<file path="config.mk">
export PLATFORM = sky130hd
export DESIGN_NAME = wb_sram_slave
export DESIGN_NICKNAME = d
export VERILOG_FILES = /design/src/rtl/wb_sram_slave_pkg.sv /design/src/rtl/wb_sram_slave.sv
export SDC_FILE = /design/constraint.sdc
export NUM_CORES = 1
export LEC_CHECK = 0
export ABC_AREA = 0
export BUFFER_PORTS_ARGS = -buffer_cell sky130_fd_sc_hd__buf_2
export CAP_MARGIN = 15
export CELL_PAD_IN_SITES_DETAIL_PLACEMENT = 1
export CELL_PAD_IN_SITES_GLOBAL_PLACEMENT = 1
export CORE_UTILIZATION = 33
export CTS_BUF_LIST = sky130_fd_sc_hd__clkbuf_8
export DETAILED_ROUTE_END_ITERATION = 16
export HOLD_SLACK_MARGIN = 0.06
export PLACE_DENSITY = 0.93
export RECOVER_POWER = 100
export SYNTH_ARGS = -nofsm -noshare
export SYNTH_HDL_FRONTEND = slang
export SYNTH_SLANG_ARGS = --single-unit
</file>
<file path="constraint.sdc">
create_clock -name sys_clock_i -period 2.4 [get_ports sys_clock_i]
set_clock_uncertainty 0.15 [all_clocks]
set_input_delay 0.48 -clock sys_clock_i [delete_from_list [all_inputs] [get_ports sys_clock_i]]
set_output_delay 0.48 -clock sys_clock_i [all_outputs]
set_load 0.05 [all_outputs]
</file>
<file path="src/rtl/wb_sram_slave_pkg.sv">
// Shared types and constants for the Wishbone classic SRAM slave.
// Holds the transfer FSM state type and the wait-state counter helper.
package wb_sram_slave_pkg;

    localparam int WB_DATA_WIDTH   = 64;
    localparam int WB_ADDR_WIDTH   = 64;
    localparam int MAX_WAIT_STATES = 15;
    localparam int CNT_W           = 4;

    typedef enum logic [2:0] {
        ST_IDLE    = 3'd0,
        ST_WAIT    = 3'd1,
        ST_ACCESS  = 3'd2,
        ST_CAPTURE = 3'd3,
        ST_ACK     = 3'd4
    } state_t;

    // Counter preload so that exactly ws cycles are spent in WAIT (clamped to the legal range).
    function automatic logic [CNT_W-1:0] wait_load(input int ws);
        logic [CNT_W-1:0] load;
        if (ws <= 0) begin
            load = {CNT_W{1'b0}};
        end else if (ws > MAX_WAIT_STATES) begin
            load = CNT_W'(MAX_WAIT_STATES - 1);
        end else begin
            load = CNT_W'(ws - 1);
        end
        return load;
    endfunction

endpackage

</file>
<file path="src/rtl/wb_sram_slave.sv">
// Wishbone classic slave servicing an address window from a single-port synchronous SRAM.
// One SRAM access per bus cycle after a programmable number of wait states, single-cycle ack.
module wb_sram_slave
    import wb_sram_slave_pkg::*;
#(
    parameter int                DATA_W      = WB_DATA_WIDTH,
    parameter int                ADDR_W      = WB_ADDR_WIDTH,
    parameter int                MEM_AW      = 16,
    parameter logic [ADDR_W-1:0] BASE_ADDR   = 64'h0,
    parameter int                WAIT_STATES = 1
) (
    input  logic                sys_clock_i,
    input  logic                sys_reset_i,
    input  logic                wbs_cycle_i,
    input  logic                wbs_strobe_i,
    input  logic                wbs_we_i,
    input  logic [ADDR_W-1:0]   wbs_addr_i,
    input  logic [DATA_W-1:0]   wbs_data_i,
    input  logic [DATA_W/8-1:0] wbs_sel_i,
    output logic                wbs_ack_o,
    output logic [DATA_W-1:0]   wbs_data_o,
    output logic                mem_ce_o,
    output logic                mem_we_o,
    output logic [DATA_W/8-1:0] mem_be_o,
    output logic [MEM_AW-1:0]   mem_addr_o,
    output logic [DATA_W-1:0]   mem_wdata_o,
    input  logic [DATA_W-1:0]   mem_rdata_i
);

    localparam int               TAG_LSB   = MEM_AW + 3;
    localparam bit               HAS_WAIT  = (WAIT_STATES > 0);
    localparam logic [CNT_W-1:0] WAIT_LOAD = wait_load(WAIT_STATES);

    state_t           state_r;
    logic [CNT_W-1:0] wait_cnt_r;
    logic             we_r;
    logic             hit_s;
    logic             unused_ok_s;

    // Window decode; byte offset within the 64-bit word plays no part.
    assign hit_s = wbs_cycle_i & wbs_strobe_i &
                   (wbs_addr_i[ADDR_W-1:TAG_LSB] == BASE_ADDR[ADDR_W-1:TAG_LSB]);

    assign unused_ok_s = &{1'b0, wbs_addr_i[2:0]};

    // Transfer FSM; all bus and SRAM strobes are registered alongside the state.
    always_ff @(posedge sys_clock_i) begin
        if (sys_reset_i) begin
            state_r     <= ST_IDLE;
            wait_cnt_r  <= {CNT_W{1'b0}};
            we_r        <= 1'b0;
            wbs_ack_o   <= 1'b0;
            wbs_data_o  <= {DATA_W{1'b0}};
            mem_ce_o    <= 1'b0;
            mem_we_o    <= 1'b0;
            mem_be_o    <= {(DATA_W/8){1'b0}};
            mem_addr_o  <= {MEM_AW{1'b0}};
            mem_wdata_o <= {DATA_W{1'b0}};
        end else begin
            wbs_ack_o <= 1'b0;
            mem_ce_o  <= 1'b0;
            mem_we_o  <= 1'b0;
            case (state_r)
                ST_IDLE: begin
                    if (hit_s) begin
                        we_r        <= wbs_we_i;
                        mem_addr_o  <= wbs_addr_i[TAG_LSB-1:3];
                        mem_wdata_o <= wbs_data_i;
                        mem_be_o    <= wbs_sel_i;
                        if (HAS_WAIT) begin
                            state_r    <= ST_WAIT;
                            wait_cnt_r <= WAIT_LOAD;
                        end else begin
                            state_r  <= ST_ACCESS;
                            mem_ce_o <= 1'b1;
                            mem_we_o <= wbs_we_i;
                        end
                    end else begin
                        state_r <= ST_IDLE;
                    end
                end
                ST_WAIT: begin
                    if (!wbs_cycle_i) begin
                        state_r    <= ST_IDLE;
                        wait_cnt_r <= {CNT_W{1'b0}};
                    end else if (wait_cnt_r == {CNT_W{1'b0}}) begin
                        state_r  <= ST_ACCESS;
                        mem_ce_o <= 1'b1;
                        mem_we_o <= we_r;
                    end else begin
                        wait_cnt_r <= wait_cnt_r - {{(CNT_W-1){1'b0}}, 1'b1};
                    end
                end
                ST_ACCESS: begin
                    // A write issued here stands even if the master aborts now.
                    if (!wbs_cycle_i) begin
                        state_r <= ST_IDLE;
                    end else if (we_r) begin
                        state_r   <= ST_ACK;
                        wbs_ack_o <= 1'b1;
                    end else begin
                        state_r <= ST_CAPTURE;
                    end
                end
                ST_CAPTURE: begin
                    if (!wbs_cycle_i) begin
                        state_r <= ST_IDLE;
                    end else begin
                        wbs_data_o <= mem_rdata_i;
                        state_r    <= ST_ACK;
                        wbs_ack_o  <= 1'b1;
                    end
                end
                ST_ACK: begin
                    state_r <= ST_IDLE;
                end
                default: begin
                    state_r <= ST_IDLE;
                end
            endcase
        end
    end

endmodule

</file>
* Yosys cells after proc, flatten, opt, wreduce, memory -nomap -nowiden
Index checks and enable logic that the tools add are counted.
** Word-level totals
- Bits in registers :: 163
- Bits of input ports :: 205
- ROM bits :: 0
- Memory bits (writable) :: 0
- Memories kept :: 0
- Output and inout bits :: 155
- Latch bits :: 0
** Cells by class
- $lt $le $gt $ge :: 0
- Div/mod/pow operators :: 0
- Reductions and logical operators :: 9
- Bitwise gates (word level) :: 5
- $mul :: 0
- Shift-type cells :: 0
- $add $sub $neg :: 1
- Eq/ne operators :: 6
- Mux-type cells :: 16
** Operators with widths (count)
- 45-bit zero test :: 1
- 3-bit 2-to-1 mux :: 5
- 4-bit 2-to-1 mux :: 3
- 3-bit one-hot mux with 4 select lines :: 1
- 4-bit one-hot mux with 2 select lines :: 1
- 3-bit by 2-bit == test with 1-bit output (second input constant) :: 2
- 3-bit != test (second input constant) :: 2
- 1-bit 2-to-1 mux :: 5
- 4-bit zero test :: 1
- 2-bit AND reduction :: 2
- 4-bit OR reduction :: 1
- 4-bit by 1-bit subtractor with 4-bit output (second input constant) :: 1
- 3-bit by 1-bit == test with 1-bit output (second input constant) :: 1
- 3-bit zero test :: 1
- 1-bit inverter :: 3
- 3-bit AND reduction :: 1
- 3-bit OR reduction :: 1
- 1-bit AND :: 2
- 2-bit != test (second input constant) :: 1
- 1-bit one-hot mux with 2 select lines :: 1
- 2-bit nonzero test :: 1

* Longest topological paths before layout
- Depth in word-level cells :: 4
- Depth in mapped cells :: 6

* Worst setup path after synthesis
OpenSTA, ideal clock, no wires.
- Path kind :: input to register
- Start :: in wbs_addr_i[35]
- End :: reg mem_addr_o[0]
- Data required time :: 2.178 ns
- Buffers on the path :: 2
- Arrival :: 1.820 ns
- Path slack :: 0.359 ns
- Cell stages on the path :: 6
- Library setup time :: 0.072 ns
- Cells stage by stage :: nor4_1 > nand4_1 > nor4_2 > buf_6 > buf_6 > mux2i_1
** On the way
- Longest elaborated chain between the ends :: 3
** Ends and longest elaborated chain
- start: declaration :: RTL line wb_sram_slave.sv:17 : input logic [ADDR_W-1:0] wbs_addr_i,
- 45-bit zero test :: RTL line wb_sram_slave.sv:42 : (wbs_addr_i[ADDR_W-1:TAG_LSB] == BASE_ADDR[ADDR_W-1:TAG_LSB]);
- 1-bit AND :: RTL line wb_sram_slave.sv:41 : assign hit_s = wbs_cycle_i & wbs_strobe_i &
- 2-bit AND reduction (no line)
- end signal: assignment :: RTL line wb_sram_slave.sv:57 : mem_addr_o <= {MEM_AW{1'b0}};
- end signal: assignment :: RTL line wb_sram_slave.sv:67 : mem_addr_o <= wbs_addr_i[TAG_LSB-1:3];
- end: declaration :: RTL line wb_sram_slave.sv:25 : output logic [MEM_AW-1:0] mem_addr_o,
Every way passes these cells.
A chain may end at the register's enable or synchronous reset.

* Worst setup path in the final report
- Start :: reg state_r[2]
- End :: reg mem_be_o[1]
** On the way
- Longest elaborated chain between the ends :: 2
** Ends and longest elaborated chain
- start: declaration :: RTL line wb_sram_slave.sv:34 : state_t state_r;
- start signal: assignment :: RTL line wb_sram_slave.sv:49 : state_r <= ST_IDLE;
- start signal: assignment :: RTL line wb_sram_slave.sv:71 : state_r <= ST_WAIT;
- start signal: assignment :: RTL line wb_sram_slave.sv:74 : state_r <= ST_ACCESS;
- 3-bit zero test :: RTL line wb_sram_slave.sv:63 : case (state_r)
- 2-bit AND reduction (no line)
- end signal: assignment :: RTL line wb_sram_slave.sv:56 : mem_be_o <= {(DATA_W/8){1'b0}};
- end signal: assignment :: RTL line wb_sram_slave.sv:69 : mem_be_o <= wbs_sel_i;
- end: declaration :: RTL line wb_sram_slave.sv:24 : output logic [DATA_W/8-1:0] mem_be_o,
Every way passes these cells.

==> impl_metrics.toml <==
[outcome]
status = "finished clean"

[synth]
ys.flop_type = "dfxtp_1"
syn_nets = 939
syn_inst = 732
async_reset_ff_frac = 0
synthDistinctLibCells = 32
synth-seq-cells = 163
synth_warnings = 0
ys_seq_area_frac = 0.488
syn_avg_cell_area_um2 = 9.14
synth_edf_count = 0
netlist_area_um2 = 6690

[pwr]
power_density_nw_per_um2 = 552
vdd_drop_max_v = 0.000288
power.leakage_nw = 3.34

[global_routing]
antenna_found_initial = 3
first_global_vias = 6290
grt_pass1_wl_mm = 30.4
grt_max_degree = 133
gr-total-overflow = 0
grt_use_total = 0.189

[worst_setup_path]
worst-path-stages = 7
r2r_cells = 7
cpMaxStageDelayCell = "dfxtp_1"
crit_chain = "nor4_4, buf_4, nand4_1, nor4_4, buf_4, buf_12, mux2i_1"
cp-start-kind = "flip-flop"
critPathCaptureType = "flip-flop"
crit_arrival_ns = 2.49
slowest_delay_ns = 0.37
crit_family = "simple AND/OR/NAND/NOR gates"
crit_fanout = 19
critical_path_class = "reg -> reg"
timing.critical_path.buf_inv = 3
cp_data_required_time_ns = 2.62

[routing]
drc_errors = 0
wl_per_cell_um = 15.3
vias_per_cell = 4.62
wl_mm = 20.8
via_count = 6276
ant_nets = 0
first_iter_violations = 152
firstDrtPassIters = 4

[clocking]
clk_pin_slew_ns = 0.10
htreeDepth = 4
cts-root-buf = "clkbuf_8"
hold_buffers = 0
clock-sinks = 163
clock_latency_ns = 0.44
clock_path_buffers = 2
tritoncts = "built"
cts_buffers = 17
post-cts-setup-buffer-count = 0

[floorplanning]
ioPinCount = 360
start_util = 0.340
core_area_um2 = 19700
rows = 51
die_area_um2 = 20800
die_w_um = 144
die_h_um = 144

[sta]
finalCriticalPeriod_ns = 2.27
fin_crit_sh = 0.947
rsz0062_at_grt = "yes"
maxSlewHeadroom = 0.518
clock.fmax_mhz = 440
tightest_slew_ns = 0.726
final_max_slew_viol_count = 0
setup_viol = 0
hold_viol_final = 0

[final_layout]
final_cells = 1357
drive_gt1_frac = 0.238
final_core_util = 0.461
nFillCells = 2477
fin_nets = 1286
area_growth_pct = 35.5

[hold_path]
hp-class = "in -> reg"
hold-path-cell-count = 3

[placement]
dp_cells = 1325
gp_congestion = 0.783
portBuffers = 356
dp_hpwl_mm = 15.9

[job]
drv_cap = 0
## state kept, by name, indices dropped and copies added (netlist names)
signal       count
mem_addr_o      16
mem_be_o         8
mem_ce_o         1
mem_wdata_o     64
mem_we_o         1
state_r          3
wait_cnt_r       4
wbs_ack_o        1
wbs_data_o      64
we_r             1
## per-stage QoR
step	setup TNS, ns	instance area, µm²	hold slack [ns]	power [W]	setup WS, ns
final	0	9060	0.0990	0.00500	0.128
after global routing	-0.0116	9060	0.0644	0.00522	-0.00953
after CTS	0	9270	0.0665	0.00509	0.00854
after detailed placement	-27.42	8880	0.295	0.00309	-0.364
after global placement	-31.16	8880	0.288	0.00308	-0.365
after floorplan	0	6690	0.310	0.00289	0.359
## synthesized netlist by cell type (5+ instances only)
cell,n,area share
nand2b_1,179,0.17
dfxtp_1,163,0.49
nand2_1,134,0.075
mux2i_1,89,0.13
a21oi_1,66,0.049
clkbuf_1,40,0.022
nor4_1,11,0.010
buf_6,7,0.012
nor2_1,5,0.0028
## layout make-up
type                            instances  area [µm²]  share of cell area
Antenna cell                            2        5.00            0.000552
Clock buffer                           17         234              0.0258
Inverter                                3        11.3             0.00124
Clock inverter                         13         140              0.0155
Timing Repair Buffer                  379        1890               0.208
Tap cell                              265         332              0.0366
Multi-Input combinational cell        515        3190               0.352
Sequential cell                       163        3260               0.360
## routing by layer
metal / routed length, µm / vias to the layer above / part of all wire / GRT usage
met2: 10600 / 252 / 0.51 / 0.342
met3: 1800 / 33 / 0.087 / 0.0745
li1: - / 3074 / - / -
met4: 467 / 2 / 0.022 / 0.0726
met1: 7920 / 2915 / 0.38 / 0.194
met5: 13 / - / 0.00063 / 0
## tightest hold or removal path: cells and delay by family
family                 cells  cell delay, ns
AND/OR/NAND/NOR            1            0.04
buffers and inverters      1            0.10
AO/OA/AOI/OAI              1            0.05
## cells in the final DEF (no fill, tap or decap), types with 5 or more instances in the layout
cell,synthesis,final
buf_2,0,200
nand2b_1,179,179
dfxtp_1,163,163
clkbuf_1,40,156
nand2_1,134,134
mux2i_1,89,89
a21oi_1,66,66
clkbuf_8,0,17
buf_4,3,11
nor4_1,11,10
buf_12,0,10
nor2_1,5,5
## repair_timing
item,CTS,global route
pin swaps,0,1
setup endpoints to repair,93,13
gates resized for setup,2,0
cloned,0,0
## kinds of logic (layout without fill, tap and decap cells)
family / count (synthesis) / in the layout / share of synthesized area
adders and majority gates: 2 / 2 / 0.00374
AOI/OAI and AO/OA: 74 / 74 / 0.0572
xor gates and xnor gates: 3 / 3 / 0.00393
and+or+nand+nor: 347 / 347 / 0.274
muxes: 89 / 89 / 0.133
DFF: 163 / 163 / 0.488
other: 0 / 2 / 0
buffers and inverters: 54 / 412 / 0.0398
## path summary, 6_finish.rpt
kind,slack [ns],start,endpoint
max,0.13,state_r[2]$_SDFFE_PP0P_,mem_be_o[1]$_SDFFE_PP0P_
min,0.1,mem_rdata_i[9],wbs_data_o[9]$_SDFFE_PP0P_
max reg2reg,0.13,state_r[2]$_SDFFE_PP0P_,mem_be_o[1]$_SDFFE_PP0P_
min reg2reg,0.31,wbs_data_o[59]$_SDFFE_PP0P_,wbs_data_o[59]$_SDFFE_PP0P_
## report_power, final
group          internal [W]  leakage (nW)               switching, W
logic              0.000191          1.85                   0.000134
clock network      0.000849         0.179                    0.00113
registers           0.00270          1.31  0.00000000000000000000419
total               0.00374          3.34                    0.00126
Power figures use the tool's default switching activity.
